File: config.mk
export PLATFORM = sky130hd
export DESIGN_NAME = track_sensor_tx
export DESIGN_NICKNAME = d
export VERILOG_FILES = /design/src/rtl/railway_pkg.sv /design/src/rtl/sensor_debounce.sv /design/src/rtl/track_sensor_tx.sv
export SDC_FILE = /design/constraint.sdc
export NUM_CORES = 1
export LEC_CHECK = 0
export BUFFER_PORTS_ARGS = -buffer_cell sky130_fd_sc_hd__clkbuf_2
export CAP_MARGIN = 15
export CORE_ASPECT_RATIO = 0.75
export CORE_MARGIN = 2
export CORE_UTILIZATION = 35
export CTS_CLUSTER_SIZE = 8
export DETAILED_ROUTE_END_ITERATION = 8
export GPL_TIMING_DRIVEN = 0
export PLACE_DENSITY_LB_ADDON = 0.25
export SKIP_LAST_GASP = 1
export SLEW_MARGIN = 5
export SYNTH_ARGS = -nofsm -noshare
export SYNTH_HDL_FRONTEND = slang
export SYNTH_SLANG_ARGS = --single-unit
File: constraint.sdc
create_clock -name clk -period 2.71 [get_ports clk]
set_clock_uncertainty 0.1 [all_clocks]
set_input_delay 0.813 -clock clk [delete_from_list [all_inputs] [get_ports clk]]
set_output_delay 0.813 -clock clk [all_outputs]
set_load 0.02 [all_outputs]
File: src/rtl/railway_pkg.sv
// Shared types and default timing for the level-crossing track sensor block.
package railway_pkg;

    localparam int unsigned DEBOUNCE_CYCLES_DEF = 4;
    localparam int unsigned CLEAR_HOLD_DEF      = 8;
    localparam int unsigned GATE_TIMEOUT_DEF    = 64;

    localparam int unsigned CNT_W = 4;
    localparam logic [CNT_W-1:0] CNT_MAX = '1;

    typedef enum logic [1:0] {
        ST_IDLE,
        ST_OCCUPIED,
        ST_CLEARING,
        ST_FAULT
    } rail_state_e;

    // Counter width able to hold values 0..n.
    function automatic int unsigned cnt_width(input int unsigned n);
        return (n < 2) ? 1 : $clog2(n + 1);
    endfunction

endpackage

File: src/rtl/sensor_debounce.sv
// Debounces one raw track sensor and pulses rise for one cycle when the
// filtered level goes 0->1.
module sensor_debounce
    import railway_pkg::*;
#(
    parameter int unsigned DEBOUNCE_CYCLES = DEBOUNCE_CYCLES_DEF
) (
    input  logic clk,
    input  logic reset,
    input  logic raw,
    output logic rise
);

    localparam int unsigned CW = cnt_width(DEBOUNCE_CYCLES);
    localparam logic [CW-1:0] LAST = CW'(DEBOUNCE_CYCLES - 1);

    logic          level;
    logic [CW-1:0] cnt;

    // Count consecutive samples that disagree with the filtered level.
    always_ff @(posedge clk) begin
        if (reset) begin
            level <= 1'b0;
            rise  <= 1'b0;
            cnt   <= '0;
        end else begin
            rise <= 1'b0;
            if (raw == level) begin
                cnt <= '0;
            end else if (cnt == LAST) begin
                level <= raw;
                rise  <= raw;
                cnt   <= '0;
            end else begin
                cnt <= cnt + CW'(1);
            end
        end
    end

endmodule

File: src/rtl/track_sensor_tx.sv
// Track occupancy tracker: counts trains between the approach and exit
// sensors and requests the crossing gate via SW1, with gate-timeout faulting.
module track_sensor_tx
    import railway_pkg::*;
#(
    parameter int unsigned DEBOUNCE_CYCLES = DEBOUNCE_CYCLES_DEF,
    parameter int unsigned CLEAR_HOLD      = CLEAR_HOLD_DEF,
    parameter int unsigned GATE_TIMEOUT    = GATE_TIMEOUT_DEF
) (
    input  logic             clk,
    input  logic             reset,
    input  logic             S_IN,
    input  logic             S_OUT,
    input  logic             GATE_CLOSED,
    output logic             SW1,
    output logic             LED3,
    output logic [CNT_W-1:0] TRAIN_CNT
);

    localparam int unsigned TW = cnt_width(GATE_TIMEOUT);
    localparam int unsigned HW = cnt_width(CLEAR_HOLD);
    localparam logic [TW-1:0] TO_LAST   = TW'(GATE_TIMEOUT - 1);
    localparam logic [HW-1:0] HOLD_LAST = HW'(CLEAR_HOLD - 1);

    rail_state_e      state, state_d;
    logic [CNT_W-1:0] cnt_d;
    logic [TW-1:0]    timer, timer_d;
    logic [HW-1:0]    hold, hold_d;
    logic             gate_ok, gate_ok_d;
    logic             entry_ev, exit_ev;
    logic             fault_ev;

    sensor_debounce #(.DEBOUNCE_CYCLES(DEBOUNCE_CYCLES)) u_db_in (
        .clk   (clk),
        .reset (reset),
        .raw   (S_IN),
        .rise  (entry_ev)
    );

    sensor_debounce #(.DEBOUNCE_CYCLES(DEBOUNCE_CYCLES)) u_db_out (
        .clk   (clk),
        .reset (reset),
        .raw   (S_OUT),
        .rise  (exit_ev)
    );

    always_ff @(posedge clk) begin
        if (reset) begin
            state     <= ST_IDLE;
            TRAIN_CNT <= '0;
            timer     <= '0;
            hold      <= '0;
            gate_ok   <= 1'b0;
            SW1       <= 1'b0;
            LED3      <= 1'b0;
        end else begin
            state     <= state_d;
            TRAIN_CNT <= cnt_d;
            timer     <= timer_d;
            hold      <= hold_d;
            gate_ok   <= gate_ok_d;
            SW1       <= (state_d != ST_IDLE);
            LED3      <= (state_d == ST_FAULT);
        end
    end

    always_comb begin
        state_d   = state;
        cnt_d     = TRAIN_CNT;
        timer_d   = timer;
        hold_d    = hold;
        gate_ok_d = gate_ok;

        // Overflow or a stray exit; simultaneous entry+exit cancel out.
        fault_ev = (entry_ev && !exit_ev && (TRAIN_CNT == CNT_MAX)) ||
                   (exit_ev && !entry_ev && (TRAIN_CNT == '0));

        if ((state != ST_FAULT) && !fault_ev) begin
            if (entry_ev && !exit_ev) begin
                cnt_d = TRAIN_CNT + CNT_W'(1);
            end else if (exit_ev && !entry_ev) begin
                cnt_d = TRAIN_CNT - CNT_W'(1);
            end
        end

        case (state)
            ST_IDLE: begin
                if (fault_ev) begin
                    state_d = ST_FAULT;
                end else if (entry_ev) begin
                    state_d   = ST_OCCUPIED;
                    timer_d   = '0;
                    gate_ok_d = GATE_CLOSED;
                end
            end
            ST_OCCUPIED: begin
                if (fault_ev) begin
                    state_d = ST_FAULT;
                end else if (cnt_d == '0) begin
                    state_d = ST_CLEARING;
                    hold_d  = '0;
                end else if (!gate_ok) begin
                    // Gate-down feedback freezes the timeout for this occupancy.
                    if (GATE_CLOSED) begin
                        gate_ok_d = 1'b1;
                    end else if (timer == TO_LAST) begin
                        state_d = ST_FAULT;
                    end else begin
                        timer_d = timer + TW'(1);
                    end
                end
            end
            ST_CLEARING: begin
                if (fault_ev) begin
                    state_d = ST_FAULT;
                end else if (entry_ev) begin
                    state_d   = ST_OCCUPIED;
                    timer_d   = '0;
                    gate_ok_d = GATE_CLOSED;
                end else if (hold == HOLD_LAST) begin
                    state_d = ST_IDLE;
                end else begin
                    hold_d = hold + HW'(1);
                end
            end
            ST_FAULT: begin
                state_d = ST_FAULT;
            end
            default: begin
                state_d = ST_FAULT;
            end
        endcase
    end

endmodule
==> impl_metrics.env, run 1 <==
export IMPL_status="finished clean"
export IMPL_yosysTopAreaCellShare_pct=35.4
export IMPL_crit_path_end_kind="register"
export IMPL_cts_tree="yes"
export IMPL_hold_viol_final=0
export IMPL_period_minus_slack_ns=2.62
export IMPL_dp_hpwl_mm=2.43
export IMPL_gp_congestion=0.743
export IMPL_critPathLaunchType="register"
export IMPL_setup_viol=0
export IMPL_use_met2_pct=18.4
export IMPL_crit_path_cell_trace="buf_2 > and3b_1 > a32oi_4 > and3_4 > mux2i_2 > o21ai_2 > or4_1 > a21oi_1"
export IMPL_grt_ovfl_total=0
export IMPL_cp_max_fo=8
export IMPL_grt_max_degree=11
export IMPL_rows=21
export IMPL_clkPwrFrac_pct=49.4
export IMPL_reg2reg_to="hold[3]$_SDFFE_PP0P_"
export IMPL_hp_class="reg2reg"
export IMPL_n_antenna_cell=0
export IMPL_maxCapViolCount=0
export IMPL_drt_iter0_drc=71
export IMPL_max_stage_delay_ns=0.51
export IMPL_ys_ff_latch=30
export IMPL_p_int_w=0.000753
export IMPL_grt_pass1_vias=1221
export IMPL_syn_inst=188
export IMPL_nNetsFinal=222
export IMPL_viasPerCell=5.10
export IMPL_clk_pin_slew_worst_paths_ns=0.07
export IMPL_synth_distinct_cells=55
export IMPL_use_met1_pct=18.8
export IMPL_ys_seq_area_share_pct=35.4
export IMPL_clockBufferDepth=2
export IMPL_busiest_layer="met1"
export IMPL_core_area_um2=4570
export IMPL_grt_use_met3_pct=4.26
export IMPL_clk_latency_ns=0.29
export IMPL_synth_top_area_cell="dfxtp_1"
export IMPL_combPwrFrac_pct=3.6
export IMPL_final_area_um2=1980
export IMPL_syn_avg_cell_area_um2=9.02
export IMPL_crit_type="reg2reg"
export IMPL_min_delay_start="u_db_in.cnt[0]$_SDFF_PP0_"
export IMPL_crit_buf_inv=1
export IMPL_yosys_warnings=0
export IMPL_start_util_pct=37.1
export IMPL_drtPass1Iterations=4
export IMPL_cts_sinks=30
export IMPL_grt_pass1_wl_mm=5.69
export IMPL_syn_num_nets=202
export IMPL_power_density_nw_per_um2=481
export IMPL_wl_mm=3.34
export IMPL_async_reset_ff_share_pct=0
export IMPL_syn2layout_area_growth_pct=16.8
export IMPL_synth_area_top_cells="dfxtp_1 (35%), ha_1 (6.6%), nor2_1 (4.2%)"
export IMPL_grtUsageTotal_pct=13.4
export IMPL_die_y_um=64.3
export IMPL_min_delay_path_depth=1
export IMPL_ant_nets=0
export IMPL_p_sw_share_pct=21.0
export IMPL_numPortBuffers=10
export IMPL_fmax_ghz=0.382
export IMPL_vdd_drop_max_v=0.000268
export IMPL_crit_slowest_cell="or4_1"
export IMPL_slew_violations=0
export IMPL_htree_levels=2
export IMPL_rsz0062_at_grt="no"
export IMPL_timing_setup_tns_ns=0
export IMPL_worstHoldEndpoint="u_db_in.cnt[0]$_SDFF_PP0_"
export IMPL_antenna_found_initial=0
export IMPL_synth_edff_count=0
export IMPL_design_die_area_um2=5420
export IMPL_dpl_cell_area_um2=1820
export IMPL_worstReg2RegStart="TRAIN_CNT[2]$_SDFF_PP0_"
export IMPL_cp_top_family="simple AND/OR/NAND/NOR gates"
export IMPL_critPathArrivalTime_ns=2.74
export IMPL_cts_buffers=5
export IMPL_reg2reg_slack_ns=0.09
export IMPL_clock_root_buffer="clkbuf_8"
export IMPL_period_share_pct=96.5
export IMPL_drive_gt1_share_pct=20.2
export IMPL_seq_power_share_pct=47.0
export IMPL_leakage_nw=0.792
export IMPL_worstPathRequired_ns=2.83
export IMPL_relSlewSlack_pct=65.7
export IMPL_via_count=1351
export IMPL_syn_area_um2=1700
export IMPL_r2r_cells=8
export IMPL_switchingPower_w=0.000200
export IMPL_die_x_um=84.4
export IMPL_hold_buffers=0
export IMPL_drc=0
export IMPL_ys_top_cells_by_count="dfxtp_1 (30), nor2_1 (19), nand2_1 (14)"
export IMPL_post_route_util_pct=43.3
export IMPL_worstMarginPinSlew_ns=0.514
export IMPL_ios=11
export IMPL_dpl_cell_count=255
export IMPL_synth_most_common_cell="dfxtp_1"
export IMPL_instances_no_fill=265
export IMPL_wl_per_cell_um=12.6
export IMPL_synthFlopType="dfxtp_1"
==> state kept, by name, indices dropped and copies added (netlist names) <==
register / flops
u_db_out.rise: 1
timer: 7
state: 2
u_db_in.level: 1
u_db_in.rise: 1
TRAIN_CNT: 4
SW1: 1
LED3: 1
hold: 4
u_db_in.cnt: 3
u_db_out.cnt: 3
u_db_out.level: 1
gate_ok: 1
==> metrics by stage <==
step	total power [W]	setup WS, ns	hold WS (ns)
global route	0.000981	0.00283	0.333
floorplan	0.000480	0.115	0.299
CTS	0.000957	0.0309	0.330
finish	0.000953	0.0939	0.331
global placement	0.000491	0.0139	0.314
detailed placement	0.000492	-0.0202	0.314
==> layer usage <==
metal | vias to the layer above | wire length (um)
li1 | 712 | -
met4 | 0 | 59
met5 | - | 0
met1 | 618 | 1880
met3 | 5 | 110
met2 | 16 | 1290
==> timing repair <==
| action | CTS | global route |
|---|---|---|
| gates resized for setup | 1 | 6 |
| setup buffers | 0 | 3 |
| setup endpoints to repair | 1 | 10 |
| pin swaps | 0 | 1 |
==> cells by family (layout without fill, tap and decap cells) <==
kind of cell             count (synthesis)  after routing  share of synthesized area, %
AND/OR/NAND/NOR                         79             79                          27.9
AO/OA/AOI/OAI                           40             40                          18.2
flip-flops                              30             30                          35.4
buffers and inverters                   18             38                          4.94
adder cells (fa/ha/maj)                  9              9                          6.64
XOR/XNOR                                 6              6                          3.10
multiplexers                             6              6                          3.76
==> power by group through the flow <==
stage	Combinational [W]	Clock, W	Sequential [W]
floorplan	0.0000222	0	0.000458
global placement	0.0000332	0	0.000458
detailed placement	0.0000337	0	0.000458
CTS	0.0000338	0.000475	0.000448
global route	0.0000384	0.000494	0.000448
finish	0.0000341	0.000471	0.000448
==> placed cells by master, fill, tap and decap left out, types with 3 or more instances in the layout <==
master,n
xnor2_1,4
dfxtp_1,28
nor4bb_1,3
and3b_1,3
clkbuf_1,3
buf_4,3
a21oi_1,10
mux2i_1,5
or2_1,3
or3_1,4
o21a_1,5
and3_1,8
nand2_1,14
clkbuf_8,6
clkbuf_2,10
nor2_1,19
ha_1,8
nand3b_1,3
o21ai_0,3
nand2b_1,4
inv_1,12
==> cell type report <==
class | instances | area [um^2]
Inverter | 12 | 45.0
Clock inverter | 1 | 30.0
Fill cell | 477 | 2590
Clock buffer | 6 | 82.6
Timing Repair Buffer | 13 | 72.6
Multi-Input combinational cell | 140 | 1040
Sequential cell | 30 | 603
Tap cell | 57 | 71.3
Buffer | 6 | 38.8
==> worst max path at each step <==
stage                            start               endpoint  depth (start not counted)  slack (ns)
2_1_floorplan  TRAIN_CNT[0]$_SDFF_PP0_   hold[3]$_SDFFE_PP0P_                          9        0.11
3_3_place_gp   TRAIN_CNT[0]$_SDFF_PP0_        LED3$_SDFF_PP0_                          8        0.01
3_5_place_dp   TRAIN_CNT[0]$_SDFF_PP0_   hold[3]$_SDFFE_PP0P_                          8       -0.02
4_1_cts        TRAIN_CNT[0]$_SDFF_PP0_   hold[3]$_SDFFE_PP0P_                          8        0.03
5_1_grt        TRAIN_CNT[0]$_SDFF_PP0_  timer[6]$_SDFFE_PP0P_                          7       0.003
6_report       TRAIN_CNT[2]$_SDFF_PP0_   hold[3]$_SDFFE_PP0P_                          8        0.09
Power figures use the tool's default switching activity.
==> run 2: changes to the inputs <==
CELL_PAD_IN_SITES_DETAIL_PLACEMENT = 0   (was unset)
CELL_PAD_IN_SITES_GLOBAL_PLACEMENT = 1   (was unset)
==> run 2 against run 1 <==
Effect of this change:
- worst setup slack better by 0.028 ns
- clock power is 21% lower
- maximum frequency is 1.1% higher
- die area did not move
- via count rose by 1.3%
- critical path depth did not move
- utilization decreased by 0.66 points
- total power decreased by 10%
- sequential power hardly changed
- clock-buffer cell count unchanged
- largest cell class unchanged
==> impl_metrics.env, run 2 (same netlist as run 1, synthesis figures left out) <==
export IMPL_grt_pass1_wl_mm=5.98
export IMPL_relSlewSlack_pct=63.3
export IMPL_hp_class="reg2reg"
export IMPL_layout_commonest_cell="dfxtp_1"
export IMPL_worstMarginPinSlew_ns=0.551
export IMPL_top_register="timer"
export IMPL_critPathLaunchType="register"
export IMPL_via_count=1368
export IMPL_dpl_cell_count=255
export IMPL_instances_no_fill=264
export IMPL_reg2reg_slack_ns=0.12
export IMPL_clk_latency_ns=0.28
export IMPL_worstPathRequired_ns=2.81
export IMPL_leakage_nw=0.776
export IMPL_drtPass1Iterations=4
export IMPL_worstHoldEndpoint="u_db_out.cnt[0]$_SDFF_PP0_"
export IMPL_reg2reg_to="hold[3]$_SDFFE_PP0P_"
export IMPL_rsz0062_at_grt="yes"
export IMPL_cp_max_fo=8
export IMPL_r2r_cells=8
export IMPL_dp_hpwl_mm=2.59
export IMPL_viasPerCell=5.18
export IMPL_vdd_drop_max_v=0.000193
export IMPL_ios=11
export IMPL_period_share_pct=95.5
export IMPL_nNetsFinal=220
export IMPL_status="finished clean"
export IMPL_drive_gt1_share_pct=19.3
export IMPL_wl_mm=3.40
export IMPL_largestRegisters="timer x7, TRAIN_CNT x4, hold x4"
export IMPL_final_cell_mix="dfxtp_1 (28), nor2_1 (19), nand2_1 (14)"
export IMPL_drt_iter0_drc=79
export IMPL_drc=0
export IMPL_clock_root_buffer="clkbuf_8"
export IMPL_core_area_um2=4570
export IMPL_design_die_area_um2=5420
export IMPL_post_route_util_pct=42.7
export IMPL_cts_buffers=5
export IMPL_ant_nets=0
export IMPL_grt_max_degree=11
export IMPL_power_density_nw_per_um2=438
export IMPL_fin_hold_ws_ns=0.323
export IMPL_critPathArrivalTime_ns=2.69
export IMPL_cts_tree="yes"
export IMPL_hold_buffers=0
export IMPL_crit_path_end_kind="register"
export IMPL_clockBufferDepth=2
export IMPL_start_util_pct=37.1
export IMPL_slew_violations=0
export IMPL_grt_ovfl_total=0
export IMPL_grtUsageTotal_pct=13.7
export IMPL_die_y_um=64.3
export IMPL_rows=21
export IMPL_numPortBuffers=10
export IMPL_antenna_found_initial=0
export IMPL_period_minus_slack_ns=2.59
export IMPL_p_total_w=0.000853
export IMPL_cts_sinks=30
export IMPL_grt_pass1_vias=1275
export IMPL_clk_pin_slew_worst_paths_ns=0.07
export IMPL_largest_reg_flops=7
export IMPL_min_delay_path_depth=1
export IMPL_hold_viol_final=0
export IMPL_maxCapViolCount=0
export IMPL_crit_type="reg2reg"
export IMPL_wl_per_cell_um=12.9
export IMPL_n_antenna_cell=0
export IMPL_setup_viol=0
export IMPL_min_delay_start="u_db_out.cnt[0]$_SDFF_PP0_"
export IMPL_syn2layout_area_growth_pct=15.1
export IMPL_die_x_um=84.4
export IMPL_gp_congestion=0.821
export IMPL_fmax_ghz=0.386
export IMPL_worstReg2RegStart="TRAIN_CNT[1]$_SDFF_PP0_"
export IMPL_htree_levels=2
run 2: changes by cell type in the layout (fill, tap and decap cells not counted):
cell | previous run | this run
a21oi_2 | 2 | 1
a21oi_4 | 0 | 1
buf_4 | 3 | 1
bufinv_16 | 1 | 0
clkinv_2 | 0 | 1
clkinvlp_4 | 0 | 1
nand3_1 | 2 | 3
nand3_2 | 1 | 0
run 2: worst max-delay path by stage:
stage	from	endpoint	slack, ns	cells past startpoint
floorplan	TRAIN_CNT[0]$_SDFF_PP0_	hold[3]$_SDFFE_PP0P_	0.11	9
global placement	TRAIN_CNT[0]$_SDFF_PP0_	LED3$_SDFF_PP0_	-0.03	8
detailed placement	TRAIN_CNT[0]$_SDFF_PP0_	hold[3]$_SDFFE_PP0P_	-0.05	8
CTS	TRAIN_CNT[1]$_SDFF_PP0_	hold[3]$_SDFFE_PP0P_	-0.02	8
global route	TRAIN_CNT[1]$_SDFF_PP0_	hold[3]$_SDFFE_PP0P_	-0.04	8
finish	TRAIN_CNT[1]$_SDFF_PP0_	hold[3]$_SDFFE_PP0P_	0.12	8
run 2: report_power, final:
group          switching [W]  leakage [nW]  internal (W)
clock network       0.000167        0.0472      0.000204
registers         0.00000277         0.243      0.000445
logic              0.0000205         0.485     0.0000138
total               0.000191         0.776      0.000663
run 2: final cells by class:
cell class | instances | area, um^2
inverters | 12 | 45.0
flip-flops and latches | 30 | 603
fillers | 474 | 2620
well taps | 57 | 71.3
plain buffers | 6 | 38.8
multi-input cells | 140 | 1040
clock buffers | 6 | 82.6
clock inverters | 2 | 12.5
repair buffers | 11 | 57.6
run 2: repair_timing:
action | 4_1_cts | 5_1_grt
endpoints found under the hold margin | 0 | 0
resized for setup | 2 | 5
pin swaps | 0 | 2
buffers inserted | 0 | 1
setup endpoints to repair | 2 | 10
run 2: stage by stage:
step	setup TNS, ns	cell area (um^2)	worst slack, ns
3_5_place_dp	-0.0808	1820	-0.0505
6_report	0	1950	0.122
4_1_cts	-0.0172	1920	-0.0172
5_1_grt	-0.0485	1950	-0.0358
2_1_floorplan	0	1700	0.115
3_3_place_gp	-0.0314	1820	-0.0314
run 2: metal layers:
layer / global-route usage, % / vias to the layer above / part of all wire (%)
met5: 0 / - / 0
met4: 4.17 / 0 / 0.53
met3: 4.39 / 2 / 4.0
met2: 20.5 / 18 / 44
met1: 18.9 / 634 / 52
li1: - / 714 / -
run 2: critical path: stages, from the launching register on:
cell and delay [ns]:
dfxtp_2 0.40, ha_2 0.24, and3b_1 0.21, or2_1 0.14
or4b_1 0.50, a21oi_4 0.19, nor3_2 0.10, or4_1 0.48
a21oi_1 0.17
==> run 3: changes to the inputs <==
clock period = 2.15 ns   (was 2.71 ns; I/O delays follow)
==> run 3 against run 2 <==
Effect of this change:
- the run now ends with setup timing left
- flip-flop and latch count stayed put
- sequential power rose by 25%
- design area grew 12%
- utilization rose by 5.2 points
- clock-buffer cell count did not move
- die area unchanged
- global-route usage grew 1.1 points
- maximum frequency increased by 3.9%
- worst setup slack worse by 0.46 ns
- via count increased by 7.9%
- first-iteration DRC count grew 42%
- total power up 27%
- critical path type unchanged
- largest cell class unchanged
==> impl_metrics.env, run 3 (same netlist as run 1, synthesis figures left out) <==
export IMPL_rsz0062_at_grt="yes"
export IMPL_via_count=1476
export IMPL_start_util_pct=37.1
export IMPL_period_share_pct=116
export IMPL_largest_reg_flops=7
export IMPL_status="complete, but fails checks"
export IMPL_crit_type="reg2reg"
export IMPL_hp_class="reg2reg"
export IMPL_core_area_um2=4570
export IMPL_final_cell_mix="dfxtp_1 (26), nor2_1 (19), buf_4 (15)"
export IMPL_drtPass1Iterations=4
export IMPL_layout_commonest_cell="dfxtp_1"
export IMPL_drc=0
export IMPL_cts_tree="yes"
export IMPL_violations="setup timing"
export IMPL_grt_max_degree=11
export IMPL_htree_levels=2
export IMPL_hold_viol_final=0
export IMPL_timing_setup_tns_ns=-3.57
export IMPL_period_minus_slack_ns=2.49
export IMPL_reg2reg_slack_ns=-0.34
export IMPL_numPortBuffers=10
export IMPL_min_delay_start="u_db_in.cnt[0]$_SDFF_PP0_"
export IMPL_drive_gt1_share_pct=30.2
export IMPL_worstHoldEndpoint="u_db_in.cnt[0]$_SDFF_PP0_"
export IMPL_critPathArrivalTime_ns=2.56
export IMPL_ios=11
export IMPL_clock_root_buffer="clkbuf_8"
export IMPL_clockBufferDepth=2
export IMPL_ant_nets=0
export IMPL_leakage_nw=0.879
export IMPL_relSlewSlack_pct=60.4
export IMPL_maxCapViolCount=0
export IMPL_clk_latency_ns=0.28
export IMPL_worstMarginPinSlew_ns=0.588
export IMPL_gp_congestion=0.807
export IMPL_worstPathRequired_ns=2.22
export IMPL_grt_pass1_vias=1357
export IMPL_clk_pin_slew_worst_paths_ns=0.07
export IMPL_post_route_util_pct=47.9
export IMPL_crit_path_end_kind="register"
export IMPL_viasPerCell=5.29
export IMPL_vdd_drop_max_v=0.000347
export IMPL_worstReg2RegStart="TRAIN_CNT[0]$_SDFF_PP0_"
export IMPL_dp_slack_ns=-0.458
export IMPL_antenna_found_initial=0
export IMPL_dp_hpwl_mm=2.65
export IMPL_min_delay_path_depth=1
export IMPL_die_x_um=84.4
export IMPL_p_total_w=0.00109
export IMPL_cp_max_fo=10
export IMPL_reg2reg_to="timer[4]$_SDFFE_PP0P_"
export IMPL_cp_startpoint="TRAIN_CNT[0]$_SDFF_PP0_"
export IMPL_nNetsFinal=235
export IMPL_wl_mm=3.76
export IMPL_rows=21
export IMPL_slew_violations=0
export IMPL_drt_iter0_drc=112
export IMPL_n_antenna_cell=0
export IMPL_power_density_nw_per_um2=497
export IMPL_setup_viol=14
export IMPL_largestRegisters="timer x7, TRAIN_CNT x4, hold x4"
export IMPL_design_die_area_um2=5420
export IMPL_die_y_um=64.3
export IMPL_syn2layout_area_growth_pct=29.1
export IMPL_instances_no_fill=279
export IMPL_grtUsageTotal_pct=14.9
export IMPL_cts_sinks=30
export IMPL_top_register="timer"
export IMPL_grt_pass1_wl_mm=6.41
export IMPL_setup_slack_ns=-0.340
export IMPL_grt_ovfl_total=0
export IMPL_wl_per_cell_um=13.5
export IMPL_critPathLaunchType="register"
export IMPL_dpl_cell_count=255
export IMPL_fmax_ghz=0.402
export IMPL_r2r_cells=10
export IMPL_cts_buffers=5
-- run 3: cell types whose count changed in the layout (fill, tap and decap cells not counted), sizes merged --
cell,before,now
buf,4,19
clkinvlp,1,0
inv,12,13
-- run 3: critical path: stages, from the launching register on --
cell	delay [ns]
dfxtp_4	0.39
inv_4	0.04
ha_4	0.14
and3b_2	0.21
or2_1	0.23
or2_1	0.25
a211oi_4	0.34
buf_4	0.19
o211ai_4	0.13
and3_1	0.19
o21a_1	0.17
-- run 3: worst max path at each step --
stage	to	slack (ns)	depth (start not counted)
6_report	timer[4]$_SDFFE_PP0P_	-0.34	10
5_1_grt	timer[4]$_SDFFE_PP0P_	-0.44	10
4_1_cts	timer[6]$_SDFFE_PP0P_	-0.30	10
3_5_place_dp	timer[4]$_SDFFE_PP0P_	-0.46	6
3_3_place_gp	LED3$_SDFF_PP0_	-0.49	8
2_1_floorplan	hold[3]$_SDFFE_PP0P_	-0.19	9
-- run 3: area by class of cell --
class / count / area (um^2)
Fill cell: 443 / 2380
Multi-Input combinational cell: 140 / 1140
Sequential cell: 30 / 613
Timing Repair Buffer: 26 / 174
Clock buffer: 6 / 82.6
Tap cell: 57 / 71.3
Inverter: 12 / 50.0
Buffer: 6 / 46.3
Clock inverter: 2 / 11.3
-- run 3: routing by layer --
| metal | vias up | part of all wire, % | global-route usage, % |
|---|---|---|---|
| met4 | 0 | 0.85 | 4.17 |
| met2 | 21 | 45 | 22.4 |
| met1 | 704 | 50 | 20.7 |
| li1 | 746 | - | - |
| met3 | 5 | 4.0 | 4.39 |
| met5 | - | 0 | 0 |
-- run 3: per-stage QoR --
step	cell area, um^2	hold slack [ns]
finish	2190	0.323
global route	2190	0.365
CTS	2100	0.327
detailed placement	1870	0.315
global placement	1870	0.307
floorplan	1750	0.299
-- run 3: report_power, final --
group          switching [W]  internal (W)  leakage [nW]
clock               0.000219      0.000258        0.0515
sequential        0.00000381      0.000558         0.245
combinational      0.0000284     0.0000206         0.583
-- run 3: repair_timing --
action	in CTS	in global routing
gates resized for setup	13	8
pin swaps	2	5
hold buffers	0	0
buffers inserted	10	6
setup endpoints to repair	15	16
cloned	0	0
